==> src/rtl/display_scan_controller.sv <==
// Two-digit seven-segment scan scheduler: blank/show slot FSM with
// frame-boundary promotion of a staged digit pair into the displayed shadow.

module display_digit_reg #(
  parameter int VEC_W = 4
) (
  input  logic             clk,
  input  logic             reset,
  input  logic             load,
  input  logic             promote,
  input  logic [VEC_W-1:0] d,
  output logic [VEC_W-1:0] h
);
  logic [VEC_W-1:0] s;

  // promote reads the pre-edge staging value, so a same-edge load waits a frame
  always_ff @(posedge clk or negedge reset) begin
    if (!reset) begin
      s <= '0;
      h <= '0;
    end else begin
      if (load)    s <= d;
      if (promote) h <= s;
    end
  end
endmodule

module display_scan_controller #(
  parameter int SLOT_CYCLES  = 50000,
  parameter int BLANK_CYCLES = 500
) (
  input  logic       clk,
  input  logic       reset,
  input  logic       load,
  input  logic [3:0] d0,
  input  logic [3:0] d1,
  output logic       an1,
  output logic       an2,
  output logic [3:0] digit,
  output logic       pending,
  output logic       load_ack,
  output logic       frame_start
);
  localparam int NUM_DIGITS = 2;
  localparam int VEC_W      = 4;
  localparam int CW         = $clog2(SLOT_CYCLES);
  localparam logic [CW-1:0] BLANK_LAST = CW'(BLANK_CYCLES - 1);
  localparam logic [CW-1:0] SHOW_LAST  = CW'(SLOT_CYCLES - BLANK_CYCLES - 1);

  typedef enum logic [1:0] {BLANK_A, SHOW_A, BLANK_B, SHOW_B} state_t;

  typedef struct packed {
    logic                                load;
    logic [NUM_DIGITS-1:0][VEC_W-1:0] d;
  } pair_req_t;

  state_t                           state;
  logic [CW-1:0]                    cnt;
  pair_req_t                        req;
  logic [NUM_DIGITS-1:0][VEC_W-1:0] shadow;
  logic                             in_blank, slot_end, boundary, promote;

  assign req      = '{load: load, d: {d1, d0}};
  assign in_blank = (state == BLANK_A) || (state == BLANK_B);
  assign slot_end = in_blank ? (cnt == BLANK_LAST) : (cnt == SHOW_LAST);
  assign boundary = (state == SHOW_B) && slot_end;
  assign promote  = boundary && pending;

  always_ff @(posedge clk or negedge reset) begin
    if (!reset) begin
      state       <= BLANK_A;
      cnt         <= '0;
      pending     <= 1'b0;
      load_ack    <= 1'b0;
      frame_start <= 1'b0;
    end else begin
      load_ack    <= promote;
      frame_start <= boundary;
      if (slot_end) begin
        cnt <= '0;
        case (state)
          BLANK_A: state <= SHOW_A;
          SHOW_A:  state <= BLANK_B;
          BLANK_B: state <= SHOW_B;
          default: state <= BLANK_A;
        endcase
      end else begin
        cnt <= cnt + 1'b1;
      end
      // a load on the boundary edge re-arms pending for the next frame
      if (req.load)     pending <= 1'b1;
      else if (promote) pending <= 1'b0;
    end
  end

  for (genvar g = 0; g < NUM_DIGITS; g++) begin : g_dig
    display_digit_reg #(.VEC_W(VEC_W)) u_dig (
      .clk     (clk),
      .reset   (reset),
      .load    (req.load),
      .promote (promote),
      .d       (req.d[g]),
      .h       (shadow[g])
    );
  end

  // digit switches at the start of blanking so the decoder settles before the anode enables
  assign an1   = (state != SHOW_A);
  assign an2   = (state != SHOW_B);
  assign digit = (state == BLANK_A || state == SHOW_A) ? shadow[0] : shadow[1];
endmodule

==> config.mk <==
export PLATFORM = sky130hd
export DESIGN_NAME = display_scan_controller
export DESIGN_NICKNAME = d
export VERILOG_FILES = /design/src/rtl/display_scan_controller.sv
export SDC_FILE = /design/constraint.sdc
export NUM_CORES = 1
export LEC_CHECK = 0
export BUFFER_PORTS_ARGS = -buffer_cell sky130_fd_sc_hd__buf_4
export CAP_MARGIN = 5
export CORE_MARGIN = 2
export CORE_UTILIZATION = 51
export CTS_CLUSTER_DIAMETER = 120
export DETAILED_ROUTE_END_ITERATION = 6
export HOLD_SLACK_MARGIN = 0.03
export PLACE_DENSITY = 0.71
export SETUP_SLACK_MARGIN = 0.15
export SYNTH_ARGS = -nofsm -noshare
export SYNTH_HDL_FRONTEND = slang
export SYNTH_SLANG_ARGS = --single-unit
export TNS_END_PERCENT = 10
==> constraint.sdc <==
create_clock -name clk -period 1.9 [get_ports clk]
set_input_delay 0.475 -clock clk [delete_from_list [all_inputs] [get_ports clk]]
set_output_delay 0.475 -clock clk [all_outputs]
set_load 0.05 [all_outputs]
==> results by group, run 1 <==
Status
  • Status: finished with violations
  • Failing checks: negative setup slack

Clocking
  • Root Driver: clkbuf_4
  • Worst-path clk slew: 0.11 ns
  • Insertion delay to the later sink of the worst-skew pair: 0.35 ns
  • CTS Buffer Depth: 2
  • Clock sink count: 37
  • Htree depth: 2
  • TritonCTS clock tree: built
  • Total CTS buffers: 5

Logic synthesis
  • Area contributors post-synth: dfrtp_1, mux2_2, xor2_1
  • Netlist cell types: 33
  • Sequential area share after synthesis: a little over half
  • Syn_area_per_cell: 11.61 µm²
  • Syn nets: around 170
  • Syn. warnings: 0
  • Yosys top cell area share: 53.51%
  • Cell area after synthesis: around 1700 µm²
  • Most area-hungry cell type in the Yosys netlist: dfrtp_1
  • Synth Instances: 149
  • Yosys reg bits: 37

Setup path
  • Crit-path cells: inv_2, ha_2, nor2_4, buf_6, mux2_4, buf_8
  • RR Endpoint: g_dig[1].u_dig.h[3]
  • Worst r2r src: state[0]
  • Critical Path RT: 1.42 ns
  • Reg-to-reg setup timing slack: -0.17 ns
  • Crit path kind: reg2out
  • Worst setup path endpoint: digit[3]
  • CP max stage delay: 0.41 ns
  • Worst Setup SP: state[1]
  • Worst setup EP type: output port
  • Crit path max fanout: 4
  • Crit start category: flop
  • Max stage delay cell, worst path: dfrtp_1
  • Reg2reg path depth: 6
  • Crit path DAT: 1.69 ns

Timing
  • Minimum clock period: approximately 2.2 ns
  • Hold Fails Final Rpt: 0
  • RSZ-0062 raised after global routing: yes
  • Period utilization: 113.9%
  • Clock skew: 0.01376 ns
  • Setup-failing EPs final: 13
  • Max-slew violations: 0
  • Final WS setup: -0.2636 ns
  • Measured slew at the worst slew-check pin: 0.4688 ns
  • WHS: 0.06519 ns
  • Slew headroom: 68.75%
  • Setup TNS: -2.333 ns
  • FMAX: 462.2 MHz

Placed design
  • DP HPWL: between 2000 and 2500 µm
  • Post-DP Area: 2071 µm²
  • Placement Setup Slack: approximately 0.0026 ns
  • I/O Buffers: 19
  • Dpl cells: between 200 and 250
  • Placer Congestion: roughly 0.77

Layout
  • # fillers: 227
  • Layout cell share with drive strength beyond 1: 43.52%
  • # nets final: 208
  • Final cell count without fillers: 239
  • FF/Latch Area: around 930 µm²
  • Syn-to-layout area delta: 32.18%
  • Final antenna diode count: 0
  • Fin area: 2287 µm²
  • Area of the multi-input gates: 835.8 µm²

Die
  • Initial Util: between 50% and 60%
  • I/O pin count: 20
  • Row cnt: 21
  • Die footprint: 3875 µm²
  • Core Area: 3284 µm²
  • Die span in y: slightly above 60 µm
  • Die width: approximately 62 µm

Global route
  • Total track usage: 19.67%
  • Vias in the first global route: between 1k and 1.5k
  • Total gr overflow: 0
  • First-pass GRT wire length: between 5000 and 6000 µm
  • Initial antenna violation count: 0
  • Pin count of the biggest net entering global routing: 38

Routing
  • Post-route DRC: 0
  • Detail-routed via count per cell: 5.255
  • Vias: around 1.3k
  • Antenna Violating Nets Remaining: 0
  • WL final: 3374 µm
  • 1st-iter DRT viols: 43
  • Avg WL per Cell: ~14 µm
  • Drt first pass iters: 4

Flow run
  • Max cap viols: 0

Power and ir drop
  • PD cells: 627.8 nW/µm²
  • Leak: 1.045 nW
  • Worst VDD drop: 0.4186 mV

Min path
  • Worst min path class: in2async
==> sequential cells by signal, summed over array words and instances, names as in the netlist <==
signal / flops
cnt: 16
g_dig.u_dig.h: 8
g_dig.u_dig.s: 8
state: 2
frame_start: 1
load_ack: 1
pending: 1
==> worst min-delay path by stage <==
stage | end | slack, ns | startpoint | depth (start not counted)
final | g_dig[1].u_dig.s[1] | 0.07 | reset | 1
after global placement | g_dig[1].u_dig.h[1] | 0.45 | reset | 1
after floorplan | cnt[0] | 0.18 | reset | 0
after global routing | g_dig[0].u_dig.h[1] | 0.07 | reset | 1
after detailed placement | g_dig[0].u_dig.h[1] | 0.46 | reset | 1
after CTS | cnt[5] | 0.07 | reset | 1
==> metrics by stage <==
step                      total power [mW]  util [%]
after floorplan                     0.8460         -
after global placement              0.8783     63.05
after detailed placement            0.8816     63.05
after CTS                            1.452     68.08
after global routing                 1.504     69.64
final                                1.436     69.64
==> power breakdown <==
group / total [mW] / switching [mW] / internal (mW) / leakage (nW)
logic: 0.0539 / 0.0254 / 0.0285 / 0.520
registers: 0.812 / 0.00852 / 0.804 / 0.479
clock network: 0.570 / 0.255 / 0.314 / 0.0455
total: 1.44 / 0.289 / 1.15 / 1.04
==> critical path: cells and delay by family (launching register included) <==
family	cells	cell delay, ns
buf+inv	3	0.37
flops	1	0.41
fa+ha+maj	1	0.22
simple gates	1	0.04
mux	1	0.30
==> final cells by class <==
class	count	share of cell area, %
timing repair buffer	41	15.81
multi-input combinational	102	36.54
clock buffer	7	2.407
inverter	5	0.9300
clock inverter	1	1.313
tap	46	2.516
sequential	37	40.48
==> kinds of logic (layout without fill, tap and decap cells) <==
family | count (synthesis) | in the layout | share of synthesized area [%]
simple gates | 53 | 53 | 16.42
flops | 37 | 37 | 53.51
mux | 21 | 21 | 13.67
xor+xnor | 12 | 12 | 6.074
compound gates | 11 | 11 | 4.411
buf+inv | 10 | 54 | 2.313
fa+ha+maj | 5 | 5 | 3.615
==> per-layer routing <==
layer / up-vias / GRT usage, % / wire, µm
li1: 604 / - / -
met1: 621 / 26.72 / 1602
met2: 24 / 29.48 / 1579
met3: 7 / 6.159 / 137
met4: 0 / 8.056 / 55
met5: - / 0 / 0
==> synthesized netlist by cell type <==
cell type	instances
o21ai_0	4
nand3_1	10
a21boi_0	1
nor2_1	15
xnor2_1	3
o31ai_1	1
a31oi_1	1
a21oi_1	3
or3_1	1
and4_2	1
dfrtp_1	37
mux2_2	21
buf_2	1
or4_1	1
nand4_1	4
nand2_1	7
inv_1	5
and3_1	3
a211oi_4	1
and2_2	1
clkbuf_2	1
or4b_4	1
nor2b_1	1
clkbuf_1	3
xor2_1	9
and2_1	1
or4_2	1
nor4_1	1
ha_1	5
and3_2	1
nor3_1	2
nand3_2	1
nor3b_1	1
==> timing repair <==
action	CTS	global route
gates resized for setup	21	10
pin swaps	4	3
buffers inserted	1	2
endpoints found under the setup margin	13	28
hold buffers	0	0
==> placed cells by master, fill, tap and decap left out, types with 2 or more instances in the layout <==
cell	n
inv_1	2
a21oi_1	3
nand4_1	4
xor2_1	9
mux2_4	8
xnor2_1	3
nand2_1	7
nor2_1	14
dfrtp_1	37
ha_1	2
inv_2	2
mux2_2	13
nor3_1	2
buf_8	5
and3_1	3
o21ai_0	4
buf_4	34
ha_4	2
clkbuf_4	5
nand3_1	10
Power figures use the tool's default switching activity.
==> run 2, diff against run 1 <==
--- a/config.mk
+++ b/config.mk
@@ -8,11 +8,11 @@
 export BUFFER_PORTS_ARGS = -buffer_cell sky130_fd_sc_hd__buf_4
 export CAP_MARGIN = 5
 export CORE_MARGIN = 2
-export CORE_UTILIZATION = 51
+export CORE_UTILIZATION = 44
 export CTS_CLUSTER_DIAMETER = 120
 export DETAILED_ROUTE_END_ITERATION = 6
 export HOLD_SLACK_MARGIN = 0.03
-export PLACE_DENSITY = 0.71
+export PLACE_DENSITY = 0.62
 export SETUP_SLACK_MARGIN = 0.15
 export SYNTH_ARGS = -nofsm -noshare
 export SYNTH_HDL_FRONTEND = slang
==> constraint.sdc (replaced) <==
create_clock -name clk -period 1.9 [get_ports clk]
set_input_delay 0.475 -clock clk [delete_from_list [all_inputs] [get_ports clk]]
set_output_delay 0.475 -clock clk [all_outputs]
set_load 0.005 [all_outputs]
==> run 2 against run 1 <==
Against the previous run:
- the run still ends with negative setup slack left
- via count up 0.72%
- total power down 2.3%
- clock power down 5.8%
- clock-buffer cell count unchanged
- worst setup slack better by 0.11 ns
- wire length up 3.5%
- fmax up 5.4%
- sequential power about the same
- utilization down 6.1 points
- register-to-register slack better by 0.13 ns
- hold slack better by 0.076 ns
- largest power group unchanged
==> results by group, run 2 (same netlist as run 1, synthesis figures left out) <==
Status
  • Status: finished with violations
  • Failing checks: negative setup slack

Die
  • I/O pin count: 20 (unchanged)
  • Die footprint: 4450 µm² (+15%)
  • Row cnt: 22 (+4.8%)
  • Die width: 66.71 µm (+7.2%)
  • Initial Util: 46.57% (-6.1 points)
  • Die span in y: 66.71 µm (+7.2%)
  • Core Area: 3716 µm² (+13%)

Power and ir drop
  • Worst VDD drop: 0.4356 mV (+4.1%)
  • PD cells: 594.3 nW/µm² (-5.3%)
  • Leak: 1.080 nW (+3.4%)

Layout
  • Final antenna diode count: 0 (unchanged)
  • Layout cell share with drive strength beyond 1: 46.23% (+2.7 points)
  • # nets final: 215 (+3.4%)
  • Biggest regs: cnt: 16 flops, g_dig.u_dig.h: 8 flops, g_dig.u_dig.s: 8 flops
  • Final cell count without fillers: 247 (+3.3%)
  • Commonest non-fill, non-tap cell in the layout: dfrtp_1
  • Syn-to-layout area delta: 36.44%
  • Fin area: 2361 µm² (+3.2%)
  • Final Util: 63.54% (-6.1 points)
  • Biggest register: cnt
  • Largest register FFs: 16 (unchanged)
  • Commonest cells after routing, fill and taps aside: dfrtp_1, buf_4, mux2_2
  • # fillers: 297 (+31%)

Global route
  • Initial antenna violation count: 0 (unchanged)
  • Pin count of the biggest net entering global routing: 38 (unchanged)
  • First-pass GRT wire length: 5823 µm (-0.72%)
  • Total track usage: 17.82% (-1.8 points)
  • Vias in the first global route: 1275 (+2.2%)
  • Total gr overflow: 0 (unchanged)

Routing
  • Avg WL per Cell: 14.14 µm (+0.17%)
  • Vias: 1265 (+0.72%)
  • 1st-iter DRT viols: 59 (+37%)
  • Antenna Violating Nets Remaining: 0 (unchanged)
  • Detail-routed via count per cell: 5.121 (-2.5%)
  • Drt first pass iters: 4 (unchanged)
  • WL final: 3493 µm (+3.5%)
  • Post-route DRC: 0 (unchanged)

Placed design
  • Dpl cells: 229 (+0.44%)
  • I/O Buffers: 19 (unchanged)
  • Post-DP Area: 2066 µm² (-0.24%)
  • DP HPWL: 2330 µm (+2.0%)
  • Placer Congestion: 0.8419 (+9.3%)

Setup path
  • Reg2reg path depth: 5 (-1)
  • Worst setup path endpoint: digit[0]
  • Crit start category: flop
  • Worst r2r src: state[0]
  • RR Endpoint: g_dig[1].u_dig.h[3]
  • Critical Path RT: 1.42 ns (about the same)
  • Worst Setup SP: state[0]
  • Crit path max fanout: 4 (unchanged)
  • Crit path DAT: 1.58 ns (-0.11 ns)
  • Crit path kind: reg2out
  • Reg-to-reg setup timing slack: -0.04 ns (+0.13 ns)
  • Worst setup EP type: output port

Flow run
  • Max cap viols: 0 (unchanged)

Clocking
  • Worst-path clk slew: 0.06 ns (-0.05 ns)
  • CTS Hold Buffers Added: 0 (unchanged)
  • Htree depth: 2 (unchanged)
  • Insertion delay to the later sink of the worst-skew pair: 0.28 ns (-0.07 ns)
  • TritonCTS clock tree: built
  • CTS Buffer Depth: 2 (unchanged)
  • Total CTS buffers: 5 (unchanged)
  • Clock sink count: 37 (unchanged)
  • Root Driver: clkbuf_8

Min path
  • Worst min path class: in2async

Timing
  • Measured slew at the worst slew-check pin: 0.4641 ns (-0.004748 ns)
  • Setup TNS: -0.7816 ns (+1.552 ns)
  • Hold Fails Final Rpt: 0 (unchanged)
  • Clock skew: 0.005594 ns (-0.008167 ns)
  • Slew headroom: 69.06% (+0.32 points)
  • RSZ-0062 raised after global routing: yes
  • Max-slew violations: 0 (unchanged)
  • Minimum clock period: 2.053 ns (-0.1108 ns)
  • Final WS setup: -0.1528 ns (+0.1108 ns)
  • FMAX: 487.1 MHz (+5.4%)
  • Period utilization: 108.0% (-5.8 points)
  • Setup-failing EPs final: 11 (-2)
==> run 2: worst max-delay path, stage by stage, from the launching register on <==
cell,delay (ns)
dfrtp_1,0.40
inv_2,0.08
ha_4,0.17
nor2_4,0.10
buf_6,0.13
mux2_4,0.30
buf_6,0.12
==> run 2: worst min-delay path by stage <==
stage | slack [ns] | startpoint | depth (start not counted) | to
3_3_place_gp | 0.46 | reset | 1 | g_dig[0].u_dig.s[3]
4_1_cts | 0.16 | reset | 1 | g_dig[1].u_dig.s[3]
3_5_place_dp | 0.46 | reset | 1 | g_dig[1].u_dig.s[3]
5_1_grt | 0.17 | reset | 1 | g_dig[1].u_dig.s[3]
2_1_floorplan | 0.18 | reset | 0 | cnt[0]
6_report | 0.14 | reset | 1 | g_dig[1].u_dig.h[3]
==> run 2: stage by stage <==
| step | hold slack [ns] | worst slack (ns) | total power, mW |
|---|---|---|---|
| after CTS | 0.1618 | -0.1673 | 1.418 |
| final | 0.1417 | -0.1528 | 1.403 |
| after detailed placement | 0.4644 | 0.04403 | 0.8829 |
| after global routing | 0.1703 | -0.2234 | 1.464 |
| after floorplan | 0.1794 | 0.01885 | 0.8460 |
| after global placement | 0.4562 | 0.05250 | 0.8798 |
==> run 2: what timing repair did <==
action / CTS / global route
resized for setup: 17 / 18
endpoints found under the setup margin: 13 / 27
buffers inserted: 10 / 1
gates cloned: 0 / 0
pin swaps: 4 / 6
==> run 2: layout make-up <==
| cell class | instances | area [µm²] | area share (%) |
|---|---|---|---|
| multi-input cells | 102 | 844.6 | 35.77 |
| well taps | 48 | 60.06 | 2.544 |
| inverters | 5 | 18.77 | 0.7949 |
| clock buffers | 7 | 86.33 | 3.657 |
| flip-flops and latches | 37 | 925.9 | 39.22 |
| repair buffers | 48 | 425.4 | 18.02 |
==> run 2: power breakdown <==
group          leakage, nW  switching [mW]  internal, mW
Clock               0.0443           0.249         0.287
Sequential           0.479         0.00785         0.805
Combinational        0.557          0.0254        0.0284
==> run 2: routing by layer <==
metal / wire length, µm / track usage [%] / vias up / part of all wire [%]
met4: 49 / 7.143 / 0 / 1.4
li1: - / - / 616 / -
met3: 104 / 5.574 / 6 / 3.0
met2: 1626 / 27.88 / 14 / 47
met5: 0 / 0 / - / 0
met1: 1712 / 22.97 / 629 / 49
==> run 3, diff against run 2 <==
--- a/config.mk
+++ b/config.mk
@@ -7,12 +7,14 @@
 export LEC_CHECK = 0
 export BUFFER_PORTS_ARGS = -buffer_cell sky130_fd_sc_hd__buf_4
 export CAP_MARGIN = 5
+export CELL_PAD_IN_SITES_DETAIL_PLACEMENT = 1
+export CELL_PAD_IN_SITES_GLOBAL_PLACEMENT = 2
 export CORE_MARGIN = 2
-export CORE_UTILIZATION = 44
+export CORE_UTILIZATION = 34
 export CTS_CLUSTER_DIAMETER = 120
 export DETAILED_ROUTE_END_ITERATION = 6
 export HOLD_SLACK_MARGIN = 0.03
-export PLACE_DENSITY = 0.62
+export PLACE_DENSITY = 0.7
 export SETUP_SLACK_MARGIN = 0.15
 export SYNTH_ARGS = -nofsm -noshare
 export SYNTH_HDL_FRONTEND = slang
==> run 3 against run 2 <==
Against the previous run:
- the run still ends with negative setup slack left
- wire length up 11%
- non-clock buffer count down 9
- sequential power about the same
- hold slack worse by 0.013 ns
- highest routed layer unchanged
- register-to-register slack worse by 0.04 ns
==> results by group, run 3 (same netlist as run 1, synthesis figures left out) <==
Layout
  • Final antenna diode count: 0 (unchanged)
  • Layout cell share with drive strength beyond 1: 42.93% (-3.3 points)
  • Syn-to-layout area delta: 31.02%
  • # nets final: 206 (-4.2%)
  • Final Util: 47.06% (-16 points)
  • Biggest regs: cnt: 16 flops, g_dig.u_dig.h: 8 flops, g_dig.u_dig.s: 8 flops
  • Largest register FFs: 16 (unchanged)
  • Biggest register: cnt
  • Final cell count without fillers: 258 (+4.5%)
  • Commonest non-fill, non-tap cell in the layout: dfrtp_1
  • Commonest cells after routing, fill and taps aside: dfrtp_1, buf_4, mux2_2

Routing
  • Drt first pass iters: 4 (unchanged)
  • Detail-routed via count per cell: 4.857 (-5.2%)
  • Avg WL per Cell: 15.06 µm (+6.5%)
  • Vias: 1253 (-0.95%)
  • 1st-iter DRT viols: 43 (-27%)
  • WL final: 3885 µm (+11%)
  • Antenna Violating Nets Remaining: 0 (unchanged)
  • Post-route DRC: 0 (unchanged)

Die
  • Die width: 75.34 µm (+13%)
  • I/O pin count: 20 (unchanged)
  • Die span in y: 75.34 µm (+13%)
  • Initial Util: 35.92% (-11 points)
  • Core Area: 4817 µm² (+30%)
  • Row cnt: 25 (+14%)
  • Die footprint: 5676 µm² (+28%)

Setup path
  • Critical Path RT: 1.42 ns (about the same)
  • Reg-to-reg setup timing slack: -0.08 ns (-0.04 ns)
  • Crit start category: flop
  • Crit path kind: reg2out
  • Crit path DAT: 1.62 ns (+0.04 ns)
  • RR Endpoint: g_dig[1].u_dig.h[0]
  • Crit path max fanout: 4 (unchanged)
  • Worst setup EP type: output port
  • Reg2reg path depth: 5 (unchanged)
  • Worst r2r src: state[0]

Clocking
  • CTS Buffer Depth: 2 (unchanged)
  • Clock sink count: 37 (unchanged)
  • Htree depth: 2 (unchanged)
  • CTS Hold Buffers Added: 0 (unchanged)
  • TritonCTS clock tree: built
  • Insertion delay to the later sink of the worst-skew pair: 0.29 ns (about the same)
  • Worst-path clk slew: 0.08 ns (+0.02 ns)
  • Total CTS buffers: 5 (unchanged)
  • Root Driver: clkbuf_8

Flow run
  • Max cap viols: 0 (unchanged)

Timing
  • FMAX: 477.7 MHz (-1.9%)
  • Measured slew at the worst slew-check pin: 0.4819 ns (+0.01781 ns)
  • Period utilization: 110.2% (+2.1 points)
  • Max-slew violations: 0 (unchanged)
  • RSZ-0062 raised after global routing: yes
  • Clock skew: 0.007394 ns (+0.001801 ns)
  • Slew headroom: 67.87% (-1.2 points)
  • Setup-failing EPs final: 12 (+1)
  • Minimum clock period: 2.093 ns (+0.04062 ns)
  • Hold Fails Final Rpt: 0 (unchanged)
  • Final WS setup: -0.1934 ns (-0.04062 ns)

Power and ir drop
  • PD cells: 639.4 nW/µm² (+7.6%)
  • Final total power: 1.450 mW (+3.3%)
  • Leak: 1.026 nW (-5.0%)
  • Worst VDD drop: 0.3424 mV (-21%)

Placed design
  • Placer Congestion: 0.7844 (-6.8%)
  • Dpl cells: 248 (+8.3%)
  • DP HPWL: 2857 µm (+23%)
  • I/O Buffers: 19 (unchanged)

Global route
  • Pin count of the biggest net entering global routing: 38 (unchanged)
  • Vias in the first global route: 1368 (+7.3%)
  • First-pass GRT wire length: 6768 µm (+16%)
  • Total track usage: 16.32% (-1.5 points)
  • Initial antenna violation count: 0 (unchanged)
  • Total gr overflow: 0 (unchanged)

Min path
  • Worst min path class: in2async

Status
  • Status: finished with violations
  • Failing checks: negative setup slack
-- run 3: how the worst max path moves through the flow --
| stage | from | endpoint | slack (ns) | cells after the start |
|---|---|---|---|---|
| after floorplan | cnt[7] | g_dig[0].u_dig.h[0] | 0.02 | 4 |
| after global placement | state[0] | digit[1] | 0.04 | 6 |
| after detailed placement | state[0] | digit[1] | -0.03 | 6 |
| after CTS | state[0] | digit[1] | -0.20 | 6 |
| after global routing | state[0] | digit[3] | -0.27 | 6 |
| final | state[0] | digit[3] | -0.19 | 6 |
-- run 3: routing by layer --
layer	track usage (%)	up-vias	share of wire, %
met4	5.848	0	1.2
met5	0	-	0
met2	27.25	13	50
li1	-	597	-
met1	20.69	639	47
met3	3.968	4	2.4
-- run 3: final cells by class --
type	count	area, µm²
clock buffer	5	68.82
clock inverter	3	25.02
fill	538	2550
inverter	5	18.77
multi-input combinational	102	820.8
sequential	37	925.9
tap	67	83.83
timing repair buffer	39	324.1
-- run 3: critical path: stages, from the launching register on --
cell and delay [ns]:
dfrtp_1 0.43, inv_2 0.08, ha_4 0.17, nor2_4 0.08, buf_6 0.13, mux2_4 0.31
buf_6 0.12
-- run 3: timing repair --
item,CTS,global route
buffers inserted,2,0
pin swaps,4,0
gates cloned,0,0
resized for setup,14,5
endpoints found under the setup margin,12,27
-- run 3: through the flow --
step / hold slack [ns] / setup slack (ns) / cell area, µm² / TNS [ns]
global route: 0.1537 / -0.2651 / 2267 / -1.976
detailed placement: 0.4658 / -0.03478 / 2090 / -0.1278
global placement: 0.4607 / 0.03784 / 2090 / 0
finish: 0.1286 / -0.1934 / 2267 / -1.350
floorplan: 0.1794 / 0.01885 / 1738 / 0
CTS: 0.1544 / -0.1956 / 2253 / -1.275
-- run 3: where the power goes --
group          switching, mW  internal (mW)
sequential           0.00811          0.804
clock                  0.316          0.267
combinational         0.0260         0.0283
